## src/rtl/regfile_mp_sb_if.sv

```systemverilog
// Register file port bundle: read, write and reservation ports.
// Master drives addresses, write data and reservations; slave returns data and scoreboard state.
interface regfile_mp_sb_if #(
  parameter int XLEN = 32,
  parameter int NREG = 32,
  parameter int NRP  = 2,
  parameter int NWP  = 2
);
  localparam int AW = $clog2(NREG);

  logic [NRP*AW-1:0]   rd_addr;
  logic [NRP*XLEN-1:0] rd_data;
  logic [NRP-1:0]      rd_busy;
  logic [NWP-1:0]      wr_en;
  logic [NWP*AW-1:0]   wr_addr;
  logic [NWP*XLEN-1:0] wr_data;
  logic                rsv_en;
  logic [AW-1:0]       rsv_addr;
  logic [NREG-1:0]     busy_vec;
  logic                wr_collide;

  modport master (
    output rd_addr, wr_en, wr_addr, wr_data,
    output rsv_en, rsv_addr,
    input  rd_data, rd_busy, busy_vec, wr_collide
  );

  modport slave (
    input  rd_addr, wr_en, wr_addr, wr_data,
    input  rsv_en, rsv_addr,
    output rd_data, rd_busy, busy_vec, wr_collide
  );
endinterface

```

## src/rtl/regfile_mp_sb.sv

```systemverilog
// Multi-port register file with write-through bypass and pending-write scoreboard.
// Ports: clk, rst (sync, active high), bus (regfile_mp_sb_if.slave).
module regfile_mp_sb #(
  parameter int XLEN = 32,
  parameter int NREG = 32,
  parameter int NRP  = 2,
  parameter int NWP  = 2
) (
  input  logic           clk,
  input  logic           rst,
  regfile_mp_sb_if.slave bus
);
  localparam int AW = $clog2(NREG);

  logic [XLEN-1:0] mem [NREG];
  logic [NREG-1:0] busy;
  logic [NREG-1:0] wr_hit;
  logic            collide;
  logic            collide_q;

  // Registers targeted by any enabled, nonzero write this cycle.
  always_comb begin
    wr_hit = '0;
    for (int j = 0; j < NWP; j++) begin
      if (bus.wr_en[j] && bus.wr_addr[j*AW +: AW] != '0)
        wr_hit[bus.wr_addr[j*AW +: AW]] = 1'b1;
    end
  end

  always_comb begin
    collide = 1'b0;
    for (int j = 0; j < NWP; j++) begin
      for (int k = j + 1; k < NWP; k++) begin
        if (bus.wr_en[j] && bus.wr_en[k] &&
            bus.wr_addr[j*AW +: AW] == bus.wr_addr[k*AW +: AW] &&
            bus.wr_addr[j*AW +: AW] != '0)
          collide = 1'b1;
      end
    end
  end

  for (genvar i = 0; i < NRP; i++) begin : g_rd
    logic [AW-1:0]   ra;
    logic            hit;
    logic [XLEN-1:0] byp;

    assign ra = bus.rd_addr[i*AW +: AW];

    // Ascending scan: the highest-index matching port wins.
    always_comb begin
      hit = 1'b0;
      byp = '0;
      for (int j = 0; j < NWP; j++) begin
        if (bus.wr_en[j] && bus.wr_addr[j*AW +: AW] == ra) begin
          hit = 1'b1;
          byp = bus.wr_data[j*XLEN +: XLEN];
        end
      end
    end

    assign bus.rd_data[i*XLEN +: XLEN] =
      (rst || ra == '0) ? '0 : (hit ? byp : mem[ra]);
    assign bus.rd_busy[i] =
      !rst && ra != '0 && busy[ra] && !hit;
  end

  always_ff @(posedge clk) begin
    if (rst) begin
      for (int r = 0; r < NREG; r++)
        mem[r] <= '0;
      busy      <= '0;
      collide_q <= 1'b0;
    end else begin
      // Later iterations override earlier ones: highest port wins.
      for (int j = 0; j < NWP; j++) begin
        if (bus.wr_en[j] && bus.wr_addr[j*AW +: AW] != '0)
          mem[bus.wr_addr[j*AW +: AW]] <= bus.wr_data[j*XLEN +: XLEN];
      end
      busy[0] <= 1'b0;
      for (int r = 1; r < NREG; r++) begin
        if (bus.rsv_en && bus.rsv_addr == AW'(r))
          busy[r] <= 1'b1;
        else if (wr_hit[r])
          busy[r] <= 1'b0;
      end
      collide_q <= collide;
    end
  end

  assign bus.busy_vec   = busy;
  assign bus.wr_collide = collide_q;
endmodule

```

## src/flat_wrapper.sv

```systemverilog
// flat-port wrapper written by rule: the top's interface ports become plain ports
module regfile_mp_sb_flat 
#(
  parameter int XLEN = 32,
  parameter int NREG = 32,
  parameter int NRP  = 2,
  parameter int NWP  = 2
)
  (clk, rst, bus_rd_addr, bus_wr_en, bus_wr_addr, bus_wr_data, bus_rsv_en, bus_rsv_addr, bus_rd_data, bus_rd_busy, bus_busy_vec, bus_wr_collide);
  regfile_mp_sb_if #(.XLEN(XLEN), .NREG(NREG), .NRP(NRP), .NWP(NWP)) bus_i ();
  input  logic clk;
  input  logic rst;
  input wire logic [$bits(bus_i.rd_addr)-1:0] bus_rd_addr;
  input wire logic [$bits(bus_i.wr_en)-1:0] bus_wr_en;
  input wire logic [$bits(bus_i.wr_addr)-1:0] bus_wr_addr;
  input wire logic [$bits(bus_i.wr_data)-1:0] bus_wr_data;
  input wire logic [$bits(bus_i.rsv_en)-1:0] bus_rsv_en;
  input wire logic [$bits(bus_i.rsv_addr)-1:0] bus_rsv_addr;
  output wire logic [$bits(bus_i.rd_data)-1:0] bus_rd_data;
  output wire logic [$bits(bus_i.rd_busy)-1:0] bus_rd_busy;
  output wire logic [$bits(bus_i.busy_vec)-1:0] bus_busy_vec;
  output wire logic [$bits(bus_i.wr_collide)-1:0] bus_wr_collide;
  assign bus_i.rd_addr = bus_rd_addr;
  assign bus_i.wr_en = bus_wr_en;
  assign bus_i.wr_addr = bus_wr_addr;
  assign bus_i.wr_data = bus_wr_data;
  assign bus_i.rsv_en = bus_rsv_en;
  assign bus_i.rsv_addr = bus_rsv_addr;
  assign bus_rd_data = bus_i.rd_data;
  assign bus_rd_busy = bus_i.rd_busy;
  assign bus_busy_vec = bus_i.busy_vec;
  assign bus_wr_collide = bus_i.wr_collide;
  regfile_mp_sb #(.XLEN(XLEN), .NREG(NREG), .NRP(NRP), .NWP(NWP)) u_core (.clk(clk), .rst(rst), .bus(bus_i));
endmodule
```

## config.mk

```make
export PLATFORM = sky130hd
export DESIGN_NAME = regfile_mp_sb_flat
export DESIGN_NICKNAME = d
export VERILOG_FILES = /design/src/rtl/regfile_mp_sb_if.sv /design/src/rtl/regfile_mp_sb.sv /design/src/flat_wrapper.sv
export SDC_FILE = /design/constraint.sdc
export NUM_CORES = 2
export LEC_CHECK = 0
export BUFFER_PORTS_ARGS = -buffer_cell sky130_fd_sc_hd__buf_4
export CORE_MARGIN = 2
export CORE_UTILIZATION = 41
export CTS_CLUSTER_DIAMETER = 30
export DETAILED_ROUTE_END_ITERATION = 8
export SYNTH_ARGS = -nofsm -noshare
export SYNTH_HDL_FRONTEND = slang
export SYNTH_SLANG_ARGS = --single-unit
```

## constraint.sdc

```tcl
create_clock -name clk -period 2.1 [get_ports clk]
set_input_delay 0.105 -clock clk [delete_from_list [all_inputs] [get_ports clk]]
set_output_delay 0.105 -clock clk [all_outputs]
set_load 0.005 [all_outputs]
```

# == Yosys cells after proc, flatten, opt, wreduce, memory -nomap -nowiden ==
# Memory sizes are Yosys's and may differ from the RTL's.
# Cells that the tools add are included.
# op_classes
add_sub_neg,0
multipliers,0
div_mod_pow,0
magnitude_cmp,6
eq_ne,36
n_shift,0
muxes,99
bitwise,1
n_reduce_logical,92
# ops
operator,n
32-bit 2-to-1 mux,12
1-bit 2-to-1 mux,81
"5-bit equality test, second input constant",16
32-bit OR reduction,2
2-bit nonzero test,31
1-bit logical AND,48
"5-bit by 4-bit equality test with 1-bit output, second input constant",8
32-bit OR,1
5-bit equality test,5
"5-bit by 6-bit less-than comparator with 1-bit output, second input constant",4
"5-bit by 3-bit equality test with 1-bit output, second input constant",4
5-bit nonzero test,4
1-bit binary-select mux with 5-bit select,2
1-bit demux with 5-bit select,2
"5-bit by 2-bit equality test with 1-bit output, second input constant",2
"5-bit by 1-bit greater-or-equal comparator with 1-bit output, second input constant",2
5-bit zero test,2
5-bit 2-to-1 mux,2
"5-bit by 1-bit equality test with 1-bit output, second input constant",1
1-bit zero test,3
1-bit logical OR,2
# word_totals
ff_bits,33
latch_bits,0
mem_bits_rw,1024
romBits,0
in_bits,94
out_inout_bits,99
word_cells,268
memories,1
# mem_list
memory,depth,word_bits,read_ports,rd_ports_with_merged_regs,wr,line,source
u_core.mem,32,32,2,0,32,regfile_mp_sb.sv:15,logic [XLEN-1:0] mem [NREG];

# == Depth between registers and ports, before layout ==
# logic_depth
word_depth,9
mapped_depth,9
ltp_nobuf,6

# == Worst setup path before layout ==
# OpenSTA, ideal clock, no wires.
# synth_path
path_type,input to register
from,input bus_wr_addr[7]
to,memory u_core.mem[12][0] (enable)
setup_ns,0.417
arrival_time_ns,1.738
required_time_ns,1.683
path_slack_ns,-0.055
stages,6
path_cell_list,buf_2 or3_1 clkbuf_1 nand3_2 nor2_1 or3_1
# synth_rtl
item,line,source
from (decl),flat_wrapper.sv:15,input wire logic [$bits(bus_i.wr_addr)-1:0] bus_wr_addr;
to (decl),regfile_mp_sb.sv:15,

==> impl_metrics.toml <==
[clocking]
clockBufferDepth = 3
clock_latency_ns = 0.84
path_clk_slew_ns = 0.05
cts_buffers = 229
htreeDepth = 4
clock_sink_count = 1056
tritoncts = "built"
cts_root_buffer = "clkbuf_16"

[floorplanning]
die_h_um = 391
fp-row-count = 142
die-area_mm2 = 0.153
start_util_pct = 41.1
io_pins = 193
chipWidth_um = 391
coreArea_mm2 = 0.149

[setup_path]
path_class = "flip-flop to output pin"
r2r_end = "u_core.bus.busy_vec[25]$_SDFFE_PP0P_"
required_ns = 2.00
reg2reg_from = "u_core.bus.busy_vec[25]$_SDFFE_PP0P_"
cp_data_arrival_time_ns = 3.10
cp-end-kind = "output pin"
cp-start-kind = "flip-flop"
cp_max_fo = 2
reg2reg_slack_ns = 0.88
reg2reg_depth = 2

[min_path]
hold_class = "input pin to flip-flop"
min_to = "u_core.bus.busy_vec[8]$_SDFFE_PP0P_"
whs_path_depth = 6
hold_start = "bus_wr_en[0]"

[sta]
relSlewSlack_pct = 48.0
setup_viol = 66
period_share_pct = 153
tns_ns = -52.87
rsz0062_at_grt = "yes"
final_max_slew_viol_count = 0
period_minus_slack_ns = 3.21
fmax_mhz = 312
finalHoldViolations = 0
tightest_slew_ns = 0.779
fin_skew_ns = 0
fin_ws_ns = -1.11

[cells_and_area]
instances_no_fill = 6849
fin_area_mm2 = 0.0797
layout_common_cells = "edfxtp_1 (1,024), a22o_1 (994), mux4_2 (537)"
nets = 4720
final_common_cell = "edfxtp_1"
area_delta_synth_final_pct = 29.6
drive_above_1_share_pct = 41.0

[drt]
routed_wl_um = 260000
ant_nets = 0
drc = 9
routedWlPerCell_um = 38.0
num_vias = 49400
dr.pass1.iters = 9
via_per_inst = 7.21
drt-initial-drc-count = 8286

[power_and_ir_drop]
max-vdd-ir-drop_uv = 881
leakagePower_nw = 28.0
power.density_mw_per_mm2 = 906
seqPwrFrac_pct = 34.9
power.internal_w = 0.0535
p_comb_share_pct = 12.9
switching_share_pct = 25.8
p_clk_share_pct = 52.3
p_switching_w = 0.0186

[grt]
grt_overflow = 0
grt-busiest-layer = "met2"
grt_use_total_pct = 33.5
gr-usage-met2_pct = 48.4
grt_util_met3_pct = 11.7
grt_pass1_vias = 48700
grt_use_met1_pct = 45.5
antenna_found_initial = 10
grt_pass1_wl_um = 362000
grt_max_degree = 41

[synthesis]
synth-seq-cells = 1056
synth_area_mm2 = 0.0615
avgSynthCellArea_um2 = 14.6
synth.distinct_cells = 60
synth_edf_count = 1024
syn_inst = 4222
ys_async_sr_fraction_pct = 0
yosysWarnings = 0
ys_seq_area_share_pct = 51.1
synth_flop_cell = "edfxtp_1"

[status]
status = "finished with violations"
violations = "design-rule violations, negative setup slack"

[run]
maxCapViolations = 0

[place]
place.detailed.hpwl_um = 159000
dp.cells = 6324
dpl_cell_area_mm2 = 0.0694
gp_congestion = 0.950
port_buffers = 191
[per-stage QoR]
stage	hold WS [ns]	setup slack, ns	power [W]	util (%)
after floorplan	0.235	0.00851	0.0299	-
after global placement	0.385	-0.632	0.0336	46.5
after detailed placement	0.392	-0.558	0.0338	46.5
after CTS	0.0165	-1.09	0.0718	53.1
after global routing	0.0831	-1.15	0.0736	53.3
final	0.0707	-1.11	0.0722	53.3
[power groups by stage]
stage | Sequential (W) | Combinational (W) | Clock [W]
2_1_floorplan | 0.0252 | 0.00465 | 0
3_3_place_gp | 0.0254 | 0.00823 | 0
3_5_place_dp | 0.0255 | 0.00829 | 0
4_1_cts | 0.0251 | 0.00886 | 0.0378
6_report | 0.0252 | 0.00927 | 0.0377
5_1_grt | 0.0253 | 0.00942 | 0.0389
[cell type report]
cell class	instances	area, µm²
Tap cell	2016	2520
Clock inverter	187	2250
Inverter	36	135
Clock buffer	249	5870
Sequential cell	1056	31400
Timing Repair Buffer	817	8810
Fill cell	11800	69700
Antenna cell	2	5.00
Multi-Input combinational cell	2486	28700
[registers in the layout, indices dropped and copies added (netlist names)]
register	flops
u_core.bus.busy_vec	31
u_core.bus.wr_collide	1
u_core.mem	1024
[routing by layer]
layer | routed length (µm) | part of all wire [%] | up-vias
met2 | 112000 | 43 | 4541
met3 | 40000 | 15 | 796
met5 | 264 | 0.10 | -
li1 | - | - | 18700
met4 | 12300 | 4.7 | 20
met1 | 95500 | 37 | 25300
[critical path, stage by stage, from the launching register on]
cell	delay [ns]
edfxtp_1	0.40
mux4_2	0.48
nor2b_4	0.14
a211oi_2	0.14
buf_4	0.16
a21oi_4	0.05
a222oi_1	0.41
nand2_1	0.29
buf_6	0.20
[worst max-delay path by stage]
stage | startpoint | end | slack [ns] | cells past startpoint
finish | u_core.mem[4][20]$_DFFE_PP_ | bus_rd_data[52] | -1.11 | 8
global placement | bus_rd_addr[5] | bus_rd_data[58] | -0.63 | 10
detailed placement | bus_rd_addr[5] | bus_rd_data[58] | -0.56 | 10
global route | u_core.mem[0][20]$_DFFE_PP_ | bus_rd_data[52] | -1.15 | 8
CTS | u_core.mem[4][20]$_DFFE_PP_ | bus_rd_data[52] | -1.09 | 8
floorplan | bus_wr_addr[7] | u_core.mem[3][0]$_DFFE_PP_ | 0.009 | 5
[cells by family (layout without fill, tap and decap cells)]
| logic type | after synthesis | count (layout) | share of synthesized area [%] |
|---|---|---|---|
| AOI/OAI and AO/OA | 1339 | 1339 | 18.2 |
| xor gates and xnor gates | 25 | 25 | 0.356 |
| buffers and inverters | 712 | 1289 | 5.01 |
| DFF | 1056 | 1056 | 51.1 |
| muxes | 675 | 675 | 21.9 |
| other | 1 | 35 | 0.00610 |
| and+or+nand+nor | 414 | 414 | 3.46 |
[Yosys cell counts (all sizes together) (4+ instances only)]
library cell | count | share of area, %
clkbuf | 413 | 2.5
edfxtp | 1024 | 50
nor2 | 115 | 0.71
mux4 | 537 | 20
mux2i | 137 | 2.2
nand4 | 9 | 0.092
dfxtp | 32 | 1.0
a22o | 995 | 14
a211oi | 31 | 0.38
a22oi | 102 | 1.2
a21oi | 38 | 0.31
nor2b | 40 | 0.41
o22ai | 25 | 0.25
nand2b | 9 | 0.092
xnor2 | 12 | 0.17
a221o | 29 | 0.47
xor2 | 13 | 0.19
buf | 263 | 2.3
nand4b | 7 | 0.10
nand3 | 17 | 0.15
and3 | 5 | 0.051
nor4 | 6 | 0.092
nand3b | 6 | 0.073
o21ai | 67 | 0.55
nor3 | 58 | 0.58
nand2 | 87 | 0.53
or3 | 33 | 0.34
inv | 36 | 0.22
a222oi | 30 | 0.49
or2 | 11 | 0.11
o32ai | 4 | 0.057
[timing repair]
action / in CTS / in global routing
pin swaps: 133 / 57
endpoints found under the setup margin: 66 / 71
resized for setup: 265 / 67
endpoints found under the hold margin: 1032 / 0
hold buffers: 85 / 0
setup buffers: 9 / 1
cloned: 0 / 0
(Power assumes the default switching activity.)
